<file path="config.mk">
export PLATFORM = sky130hd
export DESIGN_NAME = cmp_scan_ctrl
export DESIGN_NICKNAME = d
export VERILOG_FILES = /design/src/rtl/cmp_scan_ctrl.sv
export SDC_FILE = /design/constraint.sdc
export NUM_CORES = 1
export LEC_CHECK = 0
export ABC_AREA = 1
export CAP_MARGIN = 40
export CORE_MARGIN = 4
export CORE_UTILIZATION = 55
export DETAILED_ROUTE_END_ITERATION = 10
export PLACE_DENSITY = 0.84
export SETUP_SLACK_MARGIN = 0.5
export SLEW_MARGIN = 20
export SYNTH_ARGS = -nofsm -noshare
export SYNTH_HDL_FRONTEND = slang
export SYNTH_SLANG_ARGS = --single-unit
</file>
<file path="constraint.sdc">
create_clock -name iCLK -period 2.4 [get_ports iCLK]
set_input_delay 0.24 -clock iCLK [delete_from_list [all_inputs] [get_ports iCLK]]
set_output_delay 0.24 -clock iCLK [all_outputs]
set_load 0.02 [all_outputs]
</file>
<file path="src/rtl/cmp_scan_ctrl.sv">
// Scan sequencer for the STFT threshold comparator: per-stage frame scan, decision packing, run completion.
// Define CMP_HITCNT_EN to build the per-stage hit counter driving oHITS/oHITS_VLD.
module cmp_scan_ctrl #(
  parameter int unsigned IL        = 10,
  parameter int unsigned FRAME_LEN = 1024,
  parameter int unsigned NSTAGE    = 5,
  parameter int unsigned WW        = 16
) (
  input  logic          iCLK,
  input  logic          iRST,
  input  logic          iSTART,
  input  logic          iVLD,
  output logic          oRDY,
  output logic          oCLR,
  output logic          oEN,
  output logic [2:0]    oSTAGE,
  output logic [16:0]   oCNT,
  input  logic          iCMP,
  output logic [WW-1:0] oWORD,
  output logic          oWORD_VLD,
  output logic          oBUSY,
  output logic          oDONE,
  output logic [16:0]   oHITS,
  output logic          oHITS_VLD
);

  localparam int unsigned CW = 17;
  localparam int unsigned SW = 3;
  localparam int unsigned BW = (WW > 1) ? $clog2(WW) : 1;

  if (IL == 0 || WW < 2 || FRAME_LEN == 0 || FRAME_LEN > 131072 || (FRAME_LEN % WW) != 0 ||
      NSTAGE == 0 || NSTAGE > 8) begin : g_bad_cfg
    $error("cmp_scan_ctrl: illegal parameter set");
  end

  typedef enum logic [2:0] {S_IDLE, S_CLEAR, S_SCAN, S_DRAIN, S_DONE} state_t;

  state_t        state_q;
  logic [CW-1:0] bin_q;
  logic [SW-1:0] stage_q;
  logic          clr_q, rdy_q, busy_q, done_q;
  logic          en_dly_q;
  logic [BW-1:0] bitcnt_q;
  logic [WW-1:0] sr_q, word_q, sr_nxt_c;
  logic          word_vld_q;
  logic          last_bin_c, last_stage_c;

  assign oEN          = iVLD & rdy_q;
  assign last_bin_c   = (bin_q == CW'(FRAME_LEN - 1));
  assign last_stage_c = (stage_q == SW'(NSTAGE - 1));

  assign oRDY      = rdy_q;
  assign oCLR      = clr_q;
  assign oSTAGE    = stage_q;
  assign oCNT      = bin_q;
  assign oWORD     = word_q;
  assign oWORD_VLD = word_vld_q;
  assign oBUSY     = busy_q;
  assign oDONE     = done_q;

  // Decision lands at its bin position within the current group.
  always_comb begin
    sr_nxt_c           = sr_q;
    sr_nxt_c[bitcnt_q] = iCMP;
  end

  // Sequencer and decision packer; CLEAR arms below override the capture path.
  always_ff @(posedge iCLK) begin
    if (iRST) begin
      state_q    <= S_IDLE;
      bin_q      <= '0;
      stage_q    <= '0;
      clr_q      <= 1'b0;
      rdy_q      <= 1'b0;
      busy_q     <= 1'b0;
      done_q     <= 1'b0;
      en_dly_q   <= 1'b0;
      bitcnt_q   <= '0;
      sr_q       <= '0;
      word_q     <= '0;
      word_vld_q <= 1'b0;
    end else begin
      clr_q      <= 1'b0;
      done_q     <= 1'b0;
      word_vld_q <= 1'b0;
      en_dly_q   <= oEN;

      if (en_dly_q) begin
        if (bitcnt_q == BW'(WW - 1)) begin
          word_q     <= sr_nxt_c;
          word_vld_q <= 1'b1;
          sr_q       <= '0;
          bitcnt_q   <= '0;
        end else begin
          sr_q     <= sr_nxt_c;
          bitcnt_q <= bitcnt_q + BW'(1);
        end
      end

      case (state_q)
        S_IDLE: begin
          bin_q   <= '0;
          stage_q <= '0;
          if (iSTART) begin
            state_q <= S_CLEAR;
            clr_q   <= 1'b1;
            busy_q  <= 1'b1;
          end
        end
        S_CLEAR: begin
          bin_q    <= '0;
          sr_q     <= '0;
          bitcnt_q <= '0;
          rdy_q    <= 1'b1;
          state_q  <= S_SCAN;
        end
        S_SCAN: begin
          if (oEN) begin
            if (last_bin_c) begin
              rdy_q   <= 1'b0;
              state_q <= S_DRAIN;
            end else begin
              bin_q <= bin_q + CW'(1);
            end
          end
        end
        S_DRAIN: begin
          if (last_stage_c) begin
            done_q  <= 1'b1;
            state_q <= S_DONE;
          end else begin
            stage_q <= stage_q + SW'(1);
            clr_q   <= 1'b1;
            state_q <= S_CLEAR;
          end
        end
        S_DONE: begin
          stage_q <= '0;
          bin_q   <= '0;
          busy_q  <= 1'b0;
          state_q <= S_IDLE;
        end
        default: state_q <= S_IDLE;
      endcase
    end
  end

`ifdef CMP_HITCNT_EN
  logic [CW-1:0] hit_cnt_q, hits_q, hit_nxt_c;
  logic          hits_vld_q;

  assign hit_nxt_c = hit_cnt_q + CW'(en_dly_q & iCMP);
  assign oHITS     = hits_q;
  assign oHITS_VLD = hits_vld_q;

  // DRAIN holds the stage's final decision, so the total is published from that cycle.
  always_ff @(posedge iCLK) begin
    if (iRST) begin
      hit_cnt_q  <= '0;
      hits_q     <= '0;
      hits_vld_q <= 1'b0;
    end else begin
      hits_vld_q <= 1'b0;
      hit_cnt_q  <= (state_q == S_CLEAR) ? '0 : hit_nxt_c;
      if (state_q == S_DRAIN) begin
        hits_q     <= hit_nxt_c;
        hits_vld_q <= 1'b1;
      end
    end
  end
`else
  assign oHITS     = '0;
  assign oHITS_VLD = 1'b0;
`endif

endmodule

</file>
Word-level counts from Yosys, hierarchy flattened
Index checks and enable logic that the tools add are counted.
{ "totals": {"regBits": 65, "inputBits": 5, "output_inout_bits": 60, "word_cells": 74} }
{ "classes": {"addsub": 3, "order_cmp": 2, "eq_ne": 12, "muxes": 25, "bitwise_logic": 3, "n_reduce_logical": 17} }
{ "op_table": {"columns": ["op", "count"], "rows": [
  ["two-way mux 17 bit", 2],
  ["case mux 17 bit (2 select lines)", 1],
  ["adder 17 x 1 -> 17 bit (second input constant)", 1],
  ["equality test 17 x 10 -> 1 bit (second input constant)", 1],
  ["bitwise mux 16 bit", 1],
  ["two-way mux 16 bit", 1],
  ["two-way mux 3 bit", 5],
  ["case mux 3 bit (4 select lines)", 1],
  ["inequality test 2 bit (second input constant)", 5],
  ["AND reduction 3 bit", 3],
  ["two-way mux 1 bit", 8],
  ["nonzero test 2 bit", 4],
  ["OR reduction 2 bit", 4],
  ["equality test 3 x 2 -> 1 bit (second input constant)", 2],
  ["equality test 3 bit (second input constant)", 2],
  ["case mux 1 bit (2 select lines)", 3],
  ["case mux 3 bit (2 select lines)", 1],
  ["AND reduction 2 bit", 3],
  ["less-than comparator 4 x 5 -> 1 bit (second input constant)", 1],
  ["adder 4 x 1 -> 4 bit (second input constant)", 1],
  ["demux 1 bit (select 4 bit)", 1],
  ["equality test 4 bit (second input constant)", 1],
  ["greater-or-equal comparator 4 x 1 -> 1 bit (second input constant)", 1],
  ["two-way mux 4 bit", 1],
  ["other kinds (7)", 8]
]} }

Depth between registers and ports, before layout
Gate-level depths: netlist of the first run.
{ "logic_depth": {"word_depth": 6, "depth_mapped": 11, "mapped_depth_nobuf": 11} }

Worst setup path after synthesis of the first run
OpenSTA, ideal clock, no wires.
{ "synth_timing": {"path_kind": "flip-flop to flip-flop", "from": "register bin_q[1] (netlist: oCNT[1])", "to": "register bin_q[2] (netlist: oCNT[2])", "setup_ns": 0.070, "t_arrival_ns": 1.669, "t_required_ns": 2.330, "setup_slack_ns": 0.660, "stages_incl_launch_ff": 11, "path_buffers": 1, "synth_period_minus_slack_ns": 1.740, "cell_sequence": "dfxtp_1 ha_1 nand2_2 nor2_4 nand2_2 nor2_4 nand3_4 nand2_4 buf_6 nand2_1 a21oi_1"} }
{ "synth_between": {"elab_chain_cells": 4, "word_cells_on_any_way": 7, "classes_between": "1 x add/sub; 2 x eq/ne; 3 x mux; 1 x reduce/logical"} }
{ "synth_rtl": {"columns": ["item", "line", "text"], "rows": [
  ["start: declaration", "39", "logic [CW-1:0] bin_q;"],
  ["start signal: assignment", "123", "bin_q <= bin_q + CW'(1);"],
  ["adder 17 x 1 -> 17 bit", "123", null],
  ["two-way mux 17 bit", "119", "if (last_bin_c) begin"],
  ["two-way mux 17 bit", "118", "if (oEN) begin"],
  ["case mux 17 bit (2 select lines)", "100", "case (state_q)"]
]} }
Several ways; a longest one is shown, not always the timed one. The select of a mux whose other input is x is not followed.
A chain may end at the register's enable or synchronous reset.

Worst setup path in the final report of the first run
{ "layout_timing": {"from": "register bin_q[0] (netlist: oCNT[0])", "to": "register bin_q[4] (netlist: oCNT[4])"} }
The elaborated chain is that of the path after synthesis.

==> impl_metrics.json, run 1 <==
{
  "critPathKind": "reg2reg",
  "max_cap_violations": 0,
  "dp_cells": 579,
  "avgRoutedWirePerCell_um": 14.05,
  "clock_latency_ns": 0.35,
  "yosysSeqAreaShare": 0.3948,
  "hp-class": "reg2reg",
  "cts_hold_buf": 0,
  "vdd_drop_max_v": 0.0003883,
  "drive_gt1_frac": 0.08868,
  "boundaryPins": 65,
  "row_count": 27,
  "cts_inserted_buffers": 9,
  "cts_tree": "yes",
  "p_int_mw": 1.704,
  "clk_pin_slew_worst_paths_ns": 0.07,
  "wirelength_um": 8458,
  "fin_crit_ns": 1.801,
  "antenna_found_initial": 0,
  "maxSlewViolCount": 0,
  "ys_warn_count": 0,
  "ys_seq_elements": 64,
  "pwr-share-seq": 0.468,
  "hold_viol": 0,
  "drtPass1Iterations": 5,
  "start_util": 0.5788,
  "p_total_mw": 2.349,
  "synth_ff_type": "dfxtp_1",
  "die_width_um": 84.82,
  "dpl-instance-area_um2": 3689,
  "clock_sinks": 64,
  "grt-ovfl-total": 0,
  "synth_cell_types": 30,
  "synth_area_um2": 3246,
  "clkPwrFrac": 0.401,
  "power_density_nw_per_um2": 589.0,
  "async_flop_share": 0,
  "cp_data_required_time_ns": 2.67,
  "min_period_over_period": 0.7504,
  "cts_root_buf": "clkbuf_8",
  "arrival_ns": 2.07,
  "p_sw_mw": 0.6446,
  "path_max_fanout": 9,
  "utilization": 0.7111,
  "drcViolationCount": 0,
  "swShare": 0.2745,
  "critPathLaunchType": "flip-flop",
  "relSlewSlack": 0.5434,
  "port_buffers": 46,
  "final_area_um2": 3988,
  "combinationalPowerShare": 0.131,
  "syn_to_final_growth_pct": 22.86,
  "gp_congestion": 0.9008,
  "synthCells": 474,
  "grt_max_degree": 36,
  "die_h_um": 84.82,
  "grt_pass1_vias": 2956,
  "fin_worst_skew_ns": 0.008460,
  "dp_hpwl_um": 5630,
  "cts_buffer_depth": 2,
  "grt_setup_unrepaired": "false",
  "diodes": 0,
  "synth_edf_count": 0,
  "vias": 3284,
  "core_um2": 5608,
  "final_cells": 602,
  "max_freq_ghz": 0.5553,
  "drt-initial-drc-count": 251,
  "syn_area_per_cell_um2": 6.847,
  "nets": 539,
  "setup_viol": 0,
  "avgViaCountPerCell": 5.455,
  "status": "finished, final reports clean",
  "die_area_um2": 7194,
  "h-tree-depth": 3,
  "worstSetupEndpointType": "flip-flop",
  "grt_pass1_wl_um": 13500,
  "drtAntennaViolNets": 0,
  "finalSetupTns_ns": 0,
  "grt_usage": 0.2286,
  "worst_slew_pin_slew_ns": 0.6833,
  "leakagePower_nw": 1.554
}
[sequential cells by signal, summed over array words and instances, names as in the netlist]
signal     count
oWORD         16
oCNT          17
oDONE          1
oWORD_VLD      1
oSTAGE         3
oCLR           1
sr_q          15
state_q        3
oBUSY          1
oRDY           1
bitcnt_q       4
en_dly_q       1
[synth_stat cells (3+ instances only)]
cell / number / share of area
clkbuf_1: 14 / 0.016
ha_1: 7 / 0.027
nand2_1: 99 / 0.11
inv_1: 45 / 0.052
nand4_1: 7 / 0.013
buf_4: 18 / 0.042
o21ai_0: 32 / 0.049
nor3_1: 6 / 0.0093
nor2_1: 76 / 0.088
xor2_1: 6 / 0.016
o21ai_1: 3 / 0.0046
inv_2: 3 / 0.0035
dfxtp_1: 64 / 0.39
nand3_1: 22 / 0.034
a31oi_1: 6 / 0.012
a21oi_1: 48 / 0.074
[routing by layer]
metal,up-vias,part of all wire,GRT usage
met5,-,0,0
met1,1488,0.40,0.2666
met2,167,0.49,0.3851
li1,1602,-,-
met4,0,0.025,0.1223
met3,27,0.081,0.05728
[path summary, 6_finish.rpt]
path	startpoint	endpoint	slack, ns	depth (start not counted)
max	oCNT[0]$_SDFFE_PP0P_	oCNT[4]$_SDFFE_PP0P_	0.60	10
min	sr_q[7]$_SDFFE_PP0P_	sr_q[7]$_SDFFE_PP0P_	0.47	2
max reg2reg	oCNT[0]$_SDFFE_PP0P_	oCNT[4]$_SDFFE_PP0P_	0.60	10
min reg2reg	sr_q[7]$_SDFFE_PP0P_	sr_q[7]$_SDFFE_PP0P_	0.47	2
[cell type report]
class / instances / area, um^2
inverter: 48 / 183.9
fill: 438 / 1620
clock inverter: 3 / 42.54
multi-input combinational: 344 / 1669
timing repair buffer: 60 / 565.5
sequential: 64 / 1285
clock buffer: 11 / 151.4
tap: 72 / 90.09
[power groups by stage]
stage	registers [mW]	clock network, mW	logic [mW]
2_1_floorplan	1.13	0	0.205
3_3_place_gp	1.12	0	0.255
3_5_place_dp	1.12	0	0.259
4_1_cts	1.10	0.944	0.263
5_1_grt	1.10	0.997	0.329
6_report	1.10	0.943	0.307
[cells in the final DEF, fill, tap and decap left out, types with 2 or more instances in the layout]
master,count
ha_1,5
clkdlybuf4s50_1,46
clkinvlp_4,2
nand2_1,99
nand2_2,2
nor2_4,2
o21ai_1,3
a31oi_1,6
nor3_1,6
clkbuf_8,11
inv_1,44
conb_1,18
dfxtp_1,61
dfxtp_2,3
buf_4,13
xor2_1,6
a21oi_1,47
nand3_1,22
o21ai_0,32
nor2_1,75
inv_2,3
nand4_1,7
a2bb2oi_1,2
[worst max-delay path: stages, from the launching register on]
cell and delay (ns):
dfxtp_2 0.38, ha_4 0.18, nand2_2 0.08, nor2_4 0.13, nand2_2 0.13, nor2_4 0.13
nand3_4 0.15, nand2_8 0.14, buf_4 0.14, o21ai_0 0.10, a21oi_1 0.16
[stage by stage]
step           hold WS [ns]  worst slack (ns)
2_1_floorplan        0.3845            0.6601
3_3_place_gp         0.4515            0.6014
3_5_place_dp         0.4572            0.5255
4_1_cts              0.4675            0.5306
5_1_grt              0.4842            0.5085
6_report             0.4687            0.5991
[kinds of logic after synthesis]
| group | synth area share |
|---|---|
| AO/OA/AOI/OAI | 0.1523 |
| XOR/XNOR | 0.01619 |
| adder cells (fa/ha/maj) | 0.02698 |
| buffers and inverters | 0.1199 |
| flip-flops | 0.3948 |
| other | 0.001155 |
| AND/OR/NAND/NOR | 0.2887 |
[repair_timing]
action	CTS	global route
setup endpoints to repair	2	26
pin swaps	0	1
buffers inserted	0	9
gates resized for setup	1	9
(Power assumes the default switching activity.)
==> inputs of run 2 (changes only) <==
Settings changed: CORE_UTILIZATION 55 to 46, PLACE_DENSITY 0.84 to 0.75.
Clock period 2.4 ns to 1.6 ns, I/O delays scaled along.
==> run 2 against run 1 <==
  * The flow now finishes with violations (negative setup slack)
  * Count of clock-buffer cells in the layout increased by 2
  * Clock skew increased by 0.0062 ns
  * First-iteration DRC count increased by 86%
  * Critical endpoint is now oCNT[9]$_SDFFE_PP0P_
  * Worst hold slack got worse by 0.011 ns
==> impl_metrics.json, run 2 (synthesized netlist as in run 1, its figures left out) <==
{
  "status": "finished, violations left",
  "violations": "negative setup slack",
  "worst_slack_ns": -0.03175,
  "path_cells": "inv_1, nand3_1, nor2_1, nand3_4, nand2_8, inv_4, nand2_1, nand2_1, nor2_1",
  "dp_hpwl_um": 5777,
  "power_density_nw_per_um2": 657.1,
  "arrival_ns": 1.92,
  "clock_sinks": 64,
  "hold_slack_ns": 0.4573,
  "vdd_drop_max_v": 0.0004489,
  "p_sw_mw": 1.133,
  "pwr-share-seq": 0.452,
  "start_util": 0.4751,
  "antenna_found_initial": 0,
  "setup_viol": 5,
  "cts_tree": "yes",
  "avgViaCountPerCell": 5.600,
  "worstSetupEndpointType": "flip-flop",
  "fillers": 398,
  "row_count": 30,
  "die_width_um": 92,
  "leakagePower_nw": 2.328,
  "hold_viol": 0,
  "regArea_um2": 1346,
  "largest_reg_flops": 17,
  "pre_cts_ws_ns": -0.09122,
  "cts_root_buf": "clkbuf_8",
  "path_max_fanout": 10,
  "grt_setup_unrepaired": "true",
  "avgRoutedWirePerCell_um": 18.34,
  "clock_latency_ns": 0.35,
  "p_int_mw": 2.518,
  "drtAntennaViolNets": 0,
  "multi_input_area_um2": 2429,
  "drt-initial-drc-count": 466,
  "cp_data_required_time_ns": 1.89,
  "drive_gt1_frac": 0.5140,
  "fin_crit_ns": 1.632,
  "die_h_um": 92,
  "core_um2": 6832,
  "critPathKind": "reg2reg",
  "drcViolationCount": 0,
  "max_cap_violations": 0,
  "cts_hold_buf": 0,
  "utilization": 0.8132,
  "grt_max_degree": 36,
  "h-tree-depth": 3,
  "vias": 3937,
  "critPathLaunchType": "flip-flop",
  "diodes": 0,
  "drtPass1Iterations": 5,
  "hp-class": "in2reg",
  "cts_buffer_depth": 2,
  "gp_congestion": 0.8814,
  "nets": 614,
  "max_freq_ghz": 0.6128,
  "slowest_stage": "dfxtp_2",
  "crit_family": "simple AND/OR/NAND/NOR gates",
  "clk_pin_slew_worst_paths_ns": 0.08,
  "grt_pass1_wl_um": 16420,
  "wirelength_um": 12890,
  "grt_usage": 0.2417,
  "swShare": 0.3102,
  "fin_worst_skew_ns": 0.01461,
  "boundaryPins": 65,
  "maxSlewViolCount": 0,
  "port_buffers": 46,
  "path_buf_inv": 2,
  "syn_to_final_growth_pct": 71.16,
  "clkPwrFrac": 0.340,
  "die_area_um2": 8464,
  "slowest_delay_ns": 0.35,
  "min_period_over_period": 1.020,
  "cts_inserted_buffers": 9,
  "grt_pass1_vias": 3396,
  "final_common_cell": "nand2_1",
  "combinationalPowerShare": 0.208,
  "final_cell_mix": "nand2_1 (76), nor2_1 (49), buf_6 (48), buf_4 (45), dfxtp_1 (34)",
  "grt-ovfl-total": 0
}
==> run 2: changes by cell type in the layout (fill, tap and decap cells not counted), moves of 23 or more <==
cell / before / now
buf_6: 0 / 48
clkdlybuf4s50_1: 46 / 4
buf_4: 13 / 45
dfxtp_1: 61 / 34
nor2_1: 75 / 49
buf_2: 0 / 24
nand2_1: 99 / 76
o21ai_0: 32 / 9
==> run 2: stage by stage <==
stage | TNS (ns) | power [mW] | instance area (um^2) | std cells
final | -0.08493 | 3.651 | 5555 | 703
after floorplan | 0 | 2.012 | 3532 | 491
after detailed placement | -0.7961 | 2.133 | 4074 | 626
after global placement | -0.01490 | 2.125 | 4074 | 626
after CTS | 0 | 3.442 | 4758 | 677
after global routing | -1.220 | 3.787 | 5555 | 703
==> run 2: power by group through the flow <==
| stage | clock (mW) | combinational, mW | sequential (mW) |
|---|---|---|---|
| 3_5_place_dp | 0 | 0.455 | 1.68 |
| 5_1_grt | 1.34 | 0.798 | 1.65 |
| 6_report | 1.24 | 0.759 | 1.65 |
| 3_3_place_gp | 0 | 0.450 | 1.68 |
| 4_1_cts | 1.23 | 0.567 | 1.64 |
| 2_1_floorplan | 0 | 0.318 | 1.69 |
==> run 2: timing repair <==
item                                    CTS  global route
pin swaps                                36            56
cloned                                    3             1
resized for setup                       265           172
setup buffers                            32            25
endpoints found under the setup margin  100            81
==> run 2: metal layers <==
metal | track usage | vias to the layer above | wire, um
met5 | 0 | - | 0
met2 | 0.4094 | 241 | 6481
met3 | 0.03856 | 61 | 989
li1 | - | 1755 | -
met1 | 0.3037 | 1880 | 4928
met4 | 0.1027 | 0 | 491
==> run 2: path summary, 6_finish.rpt <==
| path | startpoint | endpoint | slack [ns] | cells after the start |
|---|---|---|---|---|
| hold / removal | iSTART | oCLR$_SDFF_PP0_ | 0.46 | 3 |
| setup / recovery | oCNT[16]$_SDFFE_PP0P_ | oCNT[9]$_SDFFE_PP0P_ | -0.03 | 9 |
| hold reg to reg | oBUSY$_SDFFE_PP0P_ | oBUSY$_SDFFE_PP0P_ | 0.46 | 2 |
| setup reg to reg | oCNT[16]$_SDFFE_PP0P_ | oCNT[9]$_SDFFE_PP0P_ | -0.03 | 9 |
==> run 2: tightest hold or removal path, cell delays in order <==
cell,delay (ns)
clkdlybuf4s50_1,0.45
nand3_2,0.10
a21oi_2,0.05
==> run 2: layout make-up <==
| type | count | area share |
|---|---|---|
| flip-flops and latches | 64 | 0.2423 |
| clock inverters | 3 | 0.003153 |
| inverters | 48 | 0.04234 |
| well taps | 96 | 0.02162 |
| clock buffers | 13 | 0.02680 |
| multi-input cells | 345 | 0.4372 |
| repair buffers | 132 | 0.2221 |
| repair inverters | 2 | 0.004505 |
==> inputs of run 3 (changes only) <==
Settings changed: HOLD_SLACK_MARGIN from default to 0.06, PLACE_DENSITY 0.75 to 0.85.
==> run 3 against run 2 <==
  * The run still ends with negative setup slack left
  * Worst hold slack gained 0.029 ns
  * Critical path depth increased by 1
  * Via count increased by 6.2%
  * Sequential share of layout area fell by 0.51 points
==> impl_metrics.json, run 3 (synthesized netlist as in run 1, its figures left out) <==
{
  "max_cap_violations": 0,
  "cp.depth": 10,
  "cts_tree": "yes",
  "hp-class": "reg2reg",
  "syn_to_final_growth_pct": 75.48,
  "dp_hpwl_um": 6374,
  "slowest_delay_ns": 0.37,
  "grt_usage": 0.2691,
  "critPathLaunchType": "flip-flop",
  "crit_end": "oCNT[15]$_SDFFE_PP0P_",
  "min_period_over_period": 1.085,
  "wirelength_um": 15040,
  "r2r-end": "oCNT[15]$_SDFFE_PP0P_",
  "arrival_ns": 1.97,
  "final_cell_mix": "nand2_1 (65), nor2_1 (48), buf_6 (47), buf_4 (38), dfxtp_1 (36)",
  "pre_cts_ws_ns": -0.005018,
  "critPathLaunch": "oCNT[1]$_SDFFE_PP0P_",
  "final_cells": 697,
  "avgViaCountPerCell": 5.997,
  "max_freq_ghz": 0.5760,
  "power_density_nw_per_um2": 692.1,
  "grt-ovfl-total": 0,
  "grt_pass1_wl_um": 17970,
  "boundaryPins": 65,
  "fin_crit_ns": 1.736,
  "start_util": 0.4751,
  "cp_data_required_time_ns": 1.83,
  "antenna_found_initial": 0,
  "path_max_fanout": 5,
  "cts_inserted_buffers": 9,
  "path_buf_inv": 2,
  "drive_gt1_frac": 0.5408,
  "hold_viol": 0,
  "largest_reg_flops": 17,
  "die_h_um": 92,
  "violations": "negative setup slack",
  "gp_congestion": 0.8952,
  "ff2ff_path_depth": 10,
  "clock_latency_ns": 0.35,
  "die_area_um2": 8464,
  "dp_cells": 623,
  "row_count": 30,
  "grt_setup_unrepaired": "true",
  "worst_slack_ns": -0.1360,
  "drt-initial-drc-count": 419,
  "vias": 4180,
  "leakagePower_nw": 2.389,
  "core_um2": 6832,
  "die_width_um": 92,
  "slowest_stage": "dfxtp_4",
  "maxSlewViolCount": 0,
  "crit_family": "simple AND/OR/NAND/NOR gates",
  "reg2reg_slack_ns": -0.14,
  "avgRoutedWirePerCell_um": 21.58,
  "critPathKind": "reg2reg",
  "h-tree-depth": 3,
  "grt_max_degree": 36,
  "cts_root_buf": "clkbuf_8",
  "path_cells": "buf_4, nand3_1, inv_2, nand2_1, nor2_1, nor2_1, nor2_1, nor2_1, nor2_1, nor2_1",
  "p_total_mw": 3.942,
  "fillers": 344,
  "cts_hold_buf": 0,
  "status": "finished, violations left",
  "worstSetupEndpointType": "flip-flop",
  "drcViolationCount": 0,
  "nets": 608,
  "setup_viol": 8,
  "grt_pass1_vias": 3792,
  "fin_worst_skew_ns": 0.01028,
  "cp_common_cell": "nor2_1",
  "reg2reg_from": "oCNT[1]$_SDFFE_PP0P_",
  "cts_buffer_depth": 2,
  "port_buffers": 46,
  "drtAntennaViolNets": 0,
  "final_common_cell": "nand2_1",
  "diodes": 0,
  "clock_sinks": 64,
  "drtPass1Iterations": 6,
  "clk_pin_slew_worst_paths_ns": 0.07,
  "vdd_drop_max_v": 0.0006318
}
## run 3: tightest hold or removal path: cells and delay by family (launching register included)
family	cells	cell delay [ns]
DFF	1	0.31
AOI/OAI and AO/OA	2	0.13
## run 3: through the flow
step / hold WS, ns / util / instance area (um^2) / TNS [ns]
2_1_floorplan: 0.3234 / - / 3532 / 0
3_3_place_gp: 0.4490 / 0.5967 / 4076 / 0
3_5_place_dp: 0.4552 / 0.5967 / 4076 / -0.01111
4_1_cts: 0.4343 / 0.7148 / 4883 / 0
5_1_grt: 0.4953 / 0.8337 / 5695 / -1.250
6_report: 0.4860 / 0.8337 / 5695 / -0.5087
## run 3: layout make-up
class / count / area, um^2 / area share
Clock buffer: 12 / 176.4 / 0.03098
Multi-Input combinational cell: 345 / 2556 / 0.4488
Sequential cell: 64 / 1351 / 0.2373
Clock inverter: 4 / 23.77 / 0.004174
Timing Repair Buffer: 126 / 1210 / 0.2124
Inverter: 48 / 240.2 / 0.04218
Timing Repair inverter: 2 / 17.52 / 0.003076
Tap cell: 96 / 120.1 / 0.02109
## run 3: worst min path at each step
stage | start | to | slack (ns) | cells after the start
2_1_floorplan | iVLD | en_dly_q$_SDFF_PP0_ | 0.32 | 2
3_3_place_gp | sr_q[3]$_SDFFE_PP0P_ | sr_q[3]$_SDFFE_PP0P_ | 0.45 | 2
3_5_place_dp | sr_q[13]$_SDFFE_PP0P_ | sr_q[13]$_SDFFE_PP0P_ | 0.46 | 2
4_1_cts | iCMP | oWORD[15]$_SDFFE_PP0P_ | 0.43 | 3
5_1_grt | sr_q[4]$_SDFFE_PP0P_ | sr_q[4]$_SDFFE_PP0P_ | 0.50 | 2
6_report | oBUSY$_SDFFE_PP0P_ | oBUSY$_SDFFE_PP0P_ | 0.49 | 2
## run 3: power by group
group / leakage, nW / internal (mW) / switching (mW)
clock: 0.104 / 0.737 / 0.676
sequential: 0.535 / 1.61 / 0.0415
combinational: 1.75 / 0.362 / 0.518
total: 2.39 / 2.71 / 1.24
## run 3: layer usage
layer  wire (um)  up-vias  GRT usage  share of wire
met1        5263     1982     0.2954           0.35
li1            -     1751          -              -
met3        1428      127    0.07055          0.095
met5           0        -          0              0
met4        1092        0     0.1559          0.073
met2        7253      320     0.4659           0.48
## run 3: what timing repair did
item / 4_1_cts / 5_1_grt
setup buffers: 34 / 19
gates resized for setup: 294 / 173
pin swaps: 49 / 56
endpoints found under the setup margin: 100 / 79
gates cloned: 4 / 1
